### config.mk
export PLATFORM = sky130hd
export DESIGN_NAME = seq_restoring_div_flat
export DESIGN_NICKNAME = d
export VERILOG_FILES = /design/src/rtl/arith_pkg.sv /design/src/rtl/seq_restoring_div_if.sv /design/src/rtl/seq_restoring_div_cla_sub.sv /design/src/rtl/seq_restoring_div.sv /design/src/flat_wrapper.sv
export SDC_FILE = /design/constraint.sdc
export NUM_CORES = 1
export LEC_CHECK = 0
export ABC_AREA = 1
export CAP_MARGIN = 5
export CELL_PAD_IN_SITES_DETAIL_PLACEMENT = 1
export CELL_PAD_IN_SITES_GLOBAL_PLACEMENT = 1
export CORE_UTILIZATION = 40
export DETAILED_ROUTE_END_ITERATION = 12
export PLACE_DENSITY_LB_ADDON = 0.05
export SLEW_MARGIN = 5
export SYNTH_ARGS = -nofsm -noshare
export SYNTH_HDL_FRONTEND = slang
export SYNTH_SLANG_ARGS = --single-unit
### constraint.sdc
create_clock -name clk -period 2.1 [get_ports clk]
set_input_delay 0.315 -clock clk [delete_from_list [all_inputs] [get_ports clk]]
set_output_delay 0.315 -clock clk [all_outputs]
set_load 0.02 [all_outputs]
### src/rtl/arith_pkg.sv
// Shared arithmetic-library definitions: divider FSM states and counter sizing.
package arith_pkg;

    typedef enum logic {
        IDLE = 1'b0,
        RUN  = 1'b1
    } state_t;

    // Bits needed to count 0..w inclusive.
    function automatic int unsigned cnt_width(input int unsigned w);
        return $clog2(w + 1);
    endfunction

endpackage

### src/rtl/seq_restoring_div_if.sv
// Start/done handshake and operand/result bundle for the sequential divider.
interface seq_restoring_div_if #(
    parameter int unsigned WIDTH = 4
);
    logic             start;
    logic [WIDTH-1:0] dividend;
    logic [WIDTH-1:0] divisor;
    logic             busy;
    logic             done;
    logic [WIDTH-1:0] quotient;
    logic [WIDTH-1:0] remainder;
    logic             div_by_zero;

    modport master (
        output start, dividend, divisor,
        input  busy, done, quotient, remainder, div_by_zero
    );

    modport slave (
        input  start, dividend, divisor,
        output busy, done, quotient, remainder, div_by_zero
    );
endinterface

### src/rtl/seq_restoring_div_cla_sub.sv
// Combinational N-bit subtractor a - b = a + ~b + 1 with flat carry-lookahead.
module cla_sub #(
    parameter int unsigned N = 5
) (
    input  logic [N-1:0] a,
    input  logic [N-1:0] b,
    output logic [N-1:0] diff,
    output logic         borrow_out
);
    logic [N-1:0] bn;
    logic [N-1:0] g;
    logic [N-1:0] p;
    logic [N:0]   c;

    assign bn = ~b;
    assign g  = a & bn;
    assign p  = a ^ bn;

    // Each carry is an OR of generate terms gated by the propagate chain above them.
    always_comb begin
        logic run;
        c    = '0;
        c[0] = 1'b1;
        run  = 1'b1;
        for (int i = 0; i < int'(N); i++) begin
            run      = 1'b1;
            c[i+1]   = 1'b0;
            for (int j = i; j >= 0; j--) begin
                c[i+1] = c[i+1] | (run & g[j]);
                run    = run & p[j];
            end
            c[i+1] = c[i+1] | (run & c[0]);
        end
    end

    assign diff       = p ^ c[N-1:0];
    assign borrow_out = ~c[N];
endmodule

### src/rtl/seq_restoring_div.sv
// Iterative unsigned restoring divider: one trial subtraction per clock, start/done handshake.
module seq_restoring_div
    import arith_pkg::*;
#(
    parameter int unsigned WIDTH = 4
) (
    input  logic                clk,
    input  logic                rst,
    seq_restoring_div_if.slave  io
);
    localparam int unsigned CNT_W = cnt_width(WIDTH);
    localparam int unsigned RW    = WIDTH + 1;

    state_t           state_q, state_d;
    logic [WIDTH-1:0] q_q, q_d;
    logic [WIDTH-1:0] d_q, d_d;
    logic [RW-1:0]    r_q, r_d;
    logic [CNT_W-1:0] cnt_q, cnt_d;
    logic             busy_q, busy_d;
    logic             done_q, done_d;
    logic             dbz_q, dbz_d;
    logic [WIDTH-1:0] quo_q, quo_d;
    logic [WIDTH-1:0] rem_q, rem_d;

    logic [RW-1:0]    r_shift;
    logic [WIDTH-1:0] q_shift;
    logic [RW-1:0]    diff;
    logic             borrow;

    // {R,Q} shifted left by one; the partial remainder never needs its top bit here.
    assign r_shift = RW'({r_q, q_q[WIDTH-1]});
    assign q_shift = {q_q[WIDTH-2:0], 1'b0};

    cla_sub #(.N(RW)) u_sub (
        .a          (r_shift),
        .b          ({1'b0, d_q}),
        .diff       (diff),
        .borrow_out (borrow)
    );

    always_ff @(posedge clk) begin
        if (rst) state_q <= IDLE;
        else     state_q <= state_d;
    end

    always_comb begin
        state_d = state_q;
        q_d     = q_q;
        d_d     = d_q;
        r_d     = r_q;
        cnt_d   = cnt_q;
        busy_d  = busy_q;
        done_d  = 1'b0;
        dbz_d   = dbz_q;
        quo_d   = quo_q;
        rem_d   = rem_q;
        case (state_q)
            IDLE: begin
                if (io.start) begin
                    if (io.divisor == '0) begin
                        quo_d  = '1;
                        rem_d  = io.dividend;
                        dbz_d  = 1'b1;
                        done_d = 1'b1;
                    end else begin
                        q_d     = io.dividend;
                        r_d     = '0;
                        d_d     = io.divisor;
                        cnt_d   = '0;
                        busy_d  = 1'b1;
                        dbz_d   = 1'b0;
                        state_d = RUN;
                    end
                end
            end
            RUN: begin
                if (borrow) begin
                    r_d = r_shift;
                    q_d = q_shift;
                end else begin
                    r_d = diff;
                    q_d = q_shift | WIDTH'(1);
                end
                cnt_d = cnt_q + CNT_W'(1);
                if (cnt_q == CNT_W'(WIDTH - 1)) begin
                    quo_d   = q_d;
                    rem_d   = r_d[WIDTH-1:0];
                    busy_d  = 1'b0;
                    done_d  = 1'b1;
                    state_d = IDLE;
                end
            end
            default: state_d = IDLE;
        endcase
    end

    always_ff @(posedge clk) begin
        if (rst) begin
            q_q    <= '0;
            d_q    <= '0;
            r_q    <= '0;
            cnt_q  <= '0;
            busy_q <= 1'b0;
            done_q <= 1'b0;
            dbz_q  <= 1'b0;
            quo_q  <= '0;
            rem_q  <= '0;
        end else begin
            q_q    <= q_d;
            d_q    <= d_d;
            r_q    <= r_d;
            cnt_q  <= cnt_d;
            busy_q <= busy_d;
            done_q <= done_d;
            dbz_q  <= dbz_d;
            quo_q  <= quo_d;
            rem_q  <= rem_d;
        end
    end

    assign io.busy        = busy_q;
    assign io.done        = done_q;
    assign io.quotient    = quo_q;
    assign io.remainder   = rem_q;
    assign io.div_by_zero = dbz_q;
endmodule
### src/flat_wrapper.sv
// flat-port wrapper written by rule: the top's interface ports become plain ports
module seq_restoring_div_flat import arith_pkg::*;
#(
    parameter int unsigned WIDTH = 4
)
  (clk, rst, io_start, io_dividend, io_divisor, io_busy, io_done, io_quotient, io_remainder, io_div_by_zero);
  seq_restoring_div_if #(.WIDTH(WIDTH)) io_i ();
  input  logic clk;
  input  logic rst;
  input wire logic [$bits(io_i.start)-1:0] io_start;
  input wire logic [$bits(io_i.dividend)-1:0] io_dividend;
  input wire logic [$bits(io_i.divisor)-1:0] io_divisor;
  output wire logic [$bits(io_i.busy)-1:0] io_busy;
  output wire logic [$bits(io_i.done)-1:0] io_done;
  output wire logic [$bits(io_i.quotient)-1:0] io_quotient;
  output wire logic [$bits(io_i.remainder)-1:0] io_remainder;
  output wire logic [$bits(io_i.div_by_zero)-1:0] io_div_by_zero;
  assign io_i.start = io_start;
  assign io_i.dividend = io_dividend;
  assign io_i.divisor = io_divisor;
  assign io_busy = io_i.busy;
  assign io_done = io_i.done;
  assign io_quotient = io_i.quotient;
  assign io_remainder = io_i.remainder;
  assign io_div_by_zero = io_i.div_by_zero;
  seq_restoring_div #(.WIDTH(WIDTH)) u_core (.clk(clk), .rst(rst), .io(io_i));
endmodule
# [Word level (Yosys, flattened, before mapping)]
# Index checks and enable logic that the tools add are counted.
[word_totals] ff_bits=27 in_bits=11 output_inout_bits=11 wordCells=84
[op_classes] n_addsub=1 n_eq_ne=5 n_mux=31 n_bitwise=31 reduce_logical=6
[ops] op="2-to-1 mux 4 bit" count=11
[ops] op="one-hot mux 4 bit (2 select lines)" count=4
[ops] op="bitwise AND 1 bit" count=14
[ops] op="bitwise OR 1 bit" count=11
[ops] op="2-to-1 mux 1 bit" count=10
[ops] op="AND reduction 3 bit" count=3
[ops] op="2-to-1 mux 3 bit" count=2
[ops] op="!= test 2 bit, second input constant" count=3
[ops] op="one-hot mux 1 bit (2 select lines)" count=3
[ops] op="one-hot mux 3 bit (2 select lines)" count=1
[ops] op="bitwise AND 5 bit" count=1
[ops] op="inverter 4 -> 5 bit" count=1
[ops] op="bitwise XOR 5 bit" count=1
[ops] op="logical NOT 4 bit" count=1
[ops] op="AND reduction 2 bit" count=2
[ops] op="bitwise XOR 4 bit" count=1
[ops] op="adder 3 x 1 -> 3 bit, second input constant" count=1
[ops] op="== test 3 x 2 -> 1 bit, second input constant" count=1
[ops] op="!= test 2 x 1 -> 1 bit, second input constant" count=1
[ops] op="inverter 1 bit" count=2

# [Depth between registers and ports, before layout]
[logic_depth] ltp_word=11 depth_mapped=12

# [Cells and area by module]
# A second synthesis with hierarchy kept.
[unflattened] hier_cells=251 hier_area_um2=1627.8
[by_module_without_submodules] mod="seq_restoring_div" n_inst=1 cells_each=193 area_per_inst_um2=1322.5 seq_area_each_um2=540.5
[by_module_without_submodules] mod="cla_sub" n_inst=1 cells_each=58 area_per_inst_um2=305.3 seq_area_each_um2=0.0

# [Worst setup path before layout]
# Ideal clock, no wire load.
[synth_timing] kind="register -> register" startpoint="register u_core.d_q[3]" endpoint="register u_core.r_q[3]" setup_ns=0.109 arrival_ns=1.251 slack_ns=0.740 stages_incl_launch_ff=11 path_buffers=0 synth_period_minus_slack_ns=1.360 path_cell_list="dfxtp_1 inv_1 ha_1 nand2_1 nand2_1 nor2_4 nand2_4 nand3_1 nand3_1 nand2_1 inv_1"
[synth_between] elab_chain_len=10
[synth_lines] item="start, declared" line="seq_restoring_div.sv:16" source="logic [WIDTH-1:0] d_q, d_d;"
[synth_lines] item="start signal, assigned" line="seq_restoring_div.sv:100" source="d_q <= '0;"
[synth_lines] item="start signal, assigned" line="seq_restoring_div.sv:110" source="d_q <= d_d;"
[synth_lines] item="inverter 4 -> 5 bit (*)" line="seq_restoring_div_cla_sub.sv:15" source="assign bn = ~b;"
[synth_lines] item="bitwise AND 5 bit / bitwise XOR 5 bit (equally long branches)" line="seq_restoring_div_cla_sub.sv:16, seq_restoring_div_cla_sub.sv:17"
[synth_lines] item="bitwise AND 1 bit (on tied branches)" line="seq_restoring_div_cla_sub.sv:29, seq_restoring_div_cla_sub.sv:30"
[synth_lines] item="bitwise OR 1 bit (tied with other cells) (2 in series)" line="seq_restoring_div_cla_sub.sv:29" source="c[i+1] = c[i+1] | (run & g[j]);"
[synth_lines] item="bitwise OR 1 bit / bitwise AND 1 bit (equally long branches)" line="seq_restoring_div_cla_sub.sv:29"
[synth_lines] item="bitwise OR 1 bit" line="seq_restoring_div_cla_sub.sv:29"
[synth_lines] item="bitwise OR 1 bit" line="seq_restoring_div_cla_sub.sv:32" source="c[i+1] = c[i+1] | (run & c[0]);"
[synth_lines] item="2-to-1 mux 4 bit (*)" line="seq_restoring_div.sv:77" source="if (borrow) begin"
[synth_lines] item="one-hot mux 4 bit (2 select lines) (*)" line="seq_restoring_div.sv:57" source="case (state_q)"
[synth_lines] item="end signal, assigned" line="seq_restoring_div.sv:111" source="r_q <= r_d;"
[synth_lines] item="end, declared" line="seq_restoring_div.sv:17" source="logic [RW-1:0] r_q, r_d;"
# Every way passes the cells marked *; elsewhere a longest branch is shown, timed or not.
# A chain may end at the register's enable or synchronous reset.

# [Final worst setup path]
[layout_timing] startpoint="register u_core.rem_q[1], in the netlist u_core.io.remainder[1]" endpoint="output port io_remainder[1]"
[layout_rtl] item="start, declared" line="seq_restoring_div.sv:23" source="logic [WIDTH-1:0] rem_q, rem_d;"
[layout_rtl] item="start signal, assigned" line="seq_restoring_div.sv:117" source="rem_q <= rem_d;"
[layout_rtl] item="end, declared" line="flat_wrapper.sv:16" source="output wire logic [$bits(io_i.remainder)-1:0] io_remainder;"
# No word-level cell between the ends.

==> flow_summary.yaml <==
run_status:
  status: "finished, final reports clean"
layout:
  fillers: 466
  final_cell_mix: "inv_1 (39), nand2_1 (39), dfxtp_1 (27), clkdlybuf4s50_1 (21), a21oi_1 (16)"
  area_delta_synth_final_pct: 19.6
  design_area_mm2: 0.00170
  n_antenna_cell: 0
  utilization: 0.504
  finalNetCount: 241
  fin_cells: 268
  regArea_um2: 541
  drive_gt1_frac: 0.0811
  multi_input_area_um2: 677
synthesis:
  synth.avg_cell_area_um2: 7.09
  netlist_top_cells_area: "dfxtp_1 (38%), inv_1 (10%), nand2_1 (10%)"
  syn_inst: 200
  synth_area_mm2: 0.00142
  synth_nets: 218
  ys_warn_count: 0
  yosysTopAreaCellShare: 0.381
  yosysUniqueCellTypes: 27
  synth_seq_area_share: 0.381
  ys_ff_latch: 27
  synth_area_leader_cell: "dfxtp_1"
power_and_ir_drop:
  fin_total_pwr_mw: 1.08
  vdd_drop_max_uv: 347
  power_density_mw_per_mm2: 638
  power_leakage_nw: 0.850
setup_path:
  critical_path_arrival_ns: 1.35
  worstPathBufferInverterCount: 1
  critPathTopFamily: "buffers and inverters"
  required_ns: 1.78
  cp_max_fo: 2
  crit_slowest_cell: "clkdlybuf4s50_1"
  path_cells: "clkdlybuf4s50_1"
  worstSetupPathType: "reg -> out"
  critPathLaunchType: "flip-flop"
  endpoint_kind: "primary output"
  slowest_delay_ns: 0.61
sta:
  holdWs_ns: 0.468
  hold_violations: 0
  tns_ns: 0
  finalCriticalPeriod_ns: 1.66
  rsz0062_at_grt: "no"
  worstMarginPinSlew_ns: 0.418
  finalClockSkew_ns: 0.0160
  fin_ws_ns: 0.438
  period_share: 0.791
  slew_headroom: 0.721
  setup_viol: 0
  fmax_ghz: 0.602
  slew_violations: 0
clocking:
  ctsHtreeMaxLevel: 1
  clk_pin_slew_worst_paths_ns: 0.16
  cts_root_buf: "clkbuf_4"
  clkLatencyLatePin_ns: 0.34
  hold_buffers: 0
  cts_max_path_buffers: 2
  clock-sinks: 27
  cts_tree: "built"
  cts_inserted_buffers: 3
  post_cts_buffers: 0
  ctsResizeCount: 0
floorplan:
  start_util: 0.422
  die_area_mm2: 0.00379
  die_w_um: 61.6
  row_count: 21
  die_h_um: 61.6
  core_area_mm2: 0.00336
  pin_count: 22
grt:
  grt_pass1_vias: 1341
  grt_pass1_wl_um: 5880
  grt_max_degree: 19
  grt-ovfl-total: 0
  antenna_found_initial: 0
  groute.usage.overall: 0.212
route:
  routed_wl_um: 3540
  wl_per_cell_um: 13.2
  vias: 1328
  drt_first_iter_violations: 23
  viasPerCell: 4.96
  dr.pass1.iters: 4
  drc: 0
  detail-route-antenna-nets: 0
placement:
  placed_cell_area_mm2: 0.00167
  portBuffers: 21
  placed_cells: 264
  dp_hpwl_um: 2890
  routabilityCongestion: 0.746
  pre_cts_slack_ns: 0.270
worst_hold_path:
  hold_class: "reg -> reg"
job:
  maxCapViolations: 0
[routing by layer]
metal | track usage | vias up | wire length [um]
met1 | 0.249 | 632 | 1640
met2 | 0.401 | 14 | 1790
met5 | 0 | - | 0
met4 | 0.0667 | 0 | 45
met3 | 0.0189 | 5 | 68
li1 | - | 677 | -
[synthesized netlist by cell type]
cell type and n:
inv_1 39, nand2_1 39, dfxtp_1 27, a21oi_1 16, nand3_1 15, nor2_1 11, o21ai_0 11, ha_1 7
nand4_1 5, buf_2 4, o211ai_1 4, o21ai_1 4, buf_6 2, nand2_2 2, nor2_4 2, a21boi_0 1
clkinv_1 1, clkinv_2 1, inv_2 1, nand2_4 1, nand3_2 1, nand3b_1 1, nand4_2 1, nor2_2 1
nor3_1 1, or2_2 1, xnor2_1 1
[worst paths after layout]
kind,from,end,slack (ns),cells after the start
hold / removal,u_core.io.busy,u_core.io.busy,0.47,2
setup / recovery,u_core.io.remainder[1],io_remainder[1],0.44,1
setup reg to reg,u_core.d_q[3],u_core.io.remainder[1],0.49,10
hold reg to reg,u_core.io.busy,u_core.io.busy,0.47,2
[cell type report]
cell class,instances,area share
Multi-Input combinational cell,125,0.399
Sequential cell,27,0.319
Timing Repair Buffer,24,0.137
Inverter,42,0.0937
Tap cell,46,0.0339
Clock buffer,3,0.0133
Clock inverter,1,0.00442
[tightest hold or removal path: cells and delay by family (launching register included)]
family          cells  cell delay, ns
flops               1            0.34
buf+inv             1            0.05
compound gates      1            0.05
[flip-flops by register name, indices dropped and copies added, names as in the netlist]
name and count:
u_core.io.done 1, u_core.r_q 4, u_core.io.div_by_zero 1, u_core.io.remainder 4, u_core.q_q 4, u_core.io.busy 1, u_core.io.quotient 4, u_core.state_q 1
u_core.cnt_q 3, u_core.d_q 4
[cells by family (layout without fill, tap and decap cells)]
| kind of cell | count (synthesis) | in the layout | share of synthesized area |
|---|---|---|---|
| xor gates and xnor gates | 1 | 1 | 0.00617 |
| buffers and inverters | 48 | 70 | 0.142 |
| AOI/OAI and AO/OA | 36 | 36 | 0.136 |
| DFF | 27 | 27 | 0.381 |
| adders and majority gates | 7 | 7 | 0.0617 |
| and+or+nand+nor | 81 | 81 | 0.273 |
[report_power, final]
part	total, mW	switching (mW)	internal (mW)	leakage [nW]
clock	0.239	0.166	0.0730	0.0139
combinational	0.280	0.172	0.107	0.615
sequential	0.563	0.0197	0.543	0.221
Power figures use the tool's default switching activity.
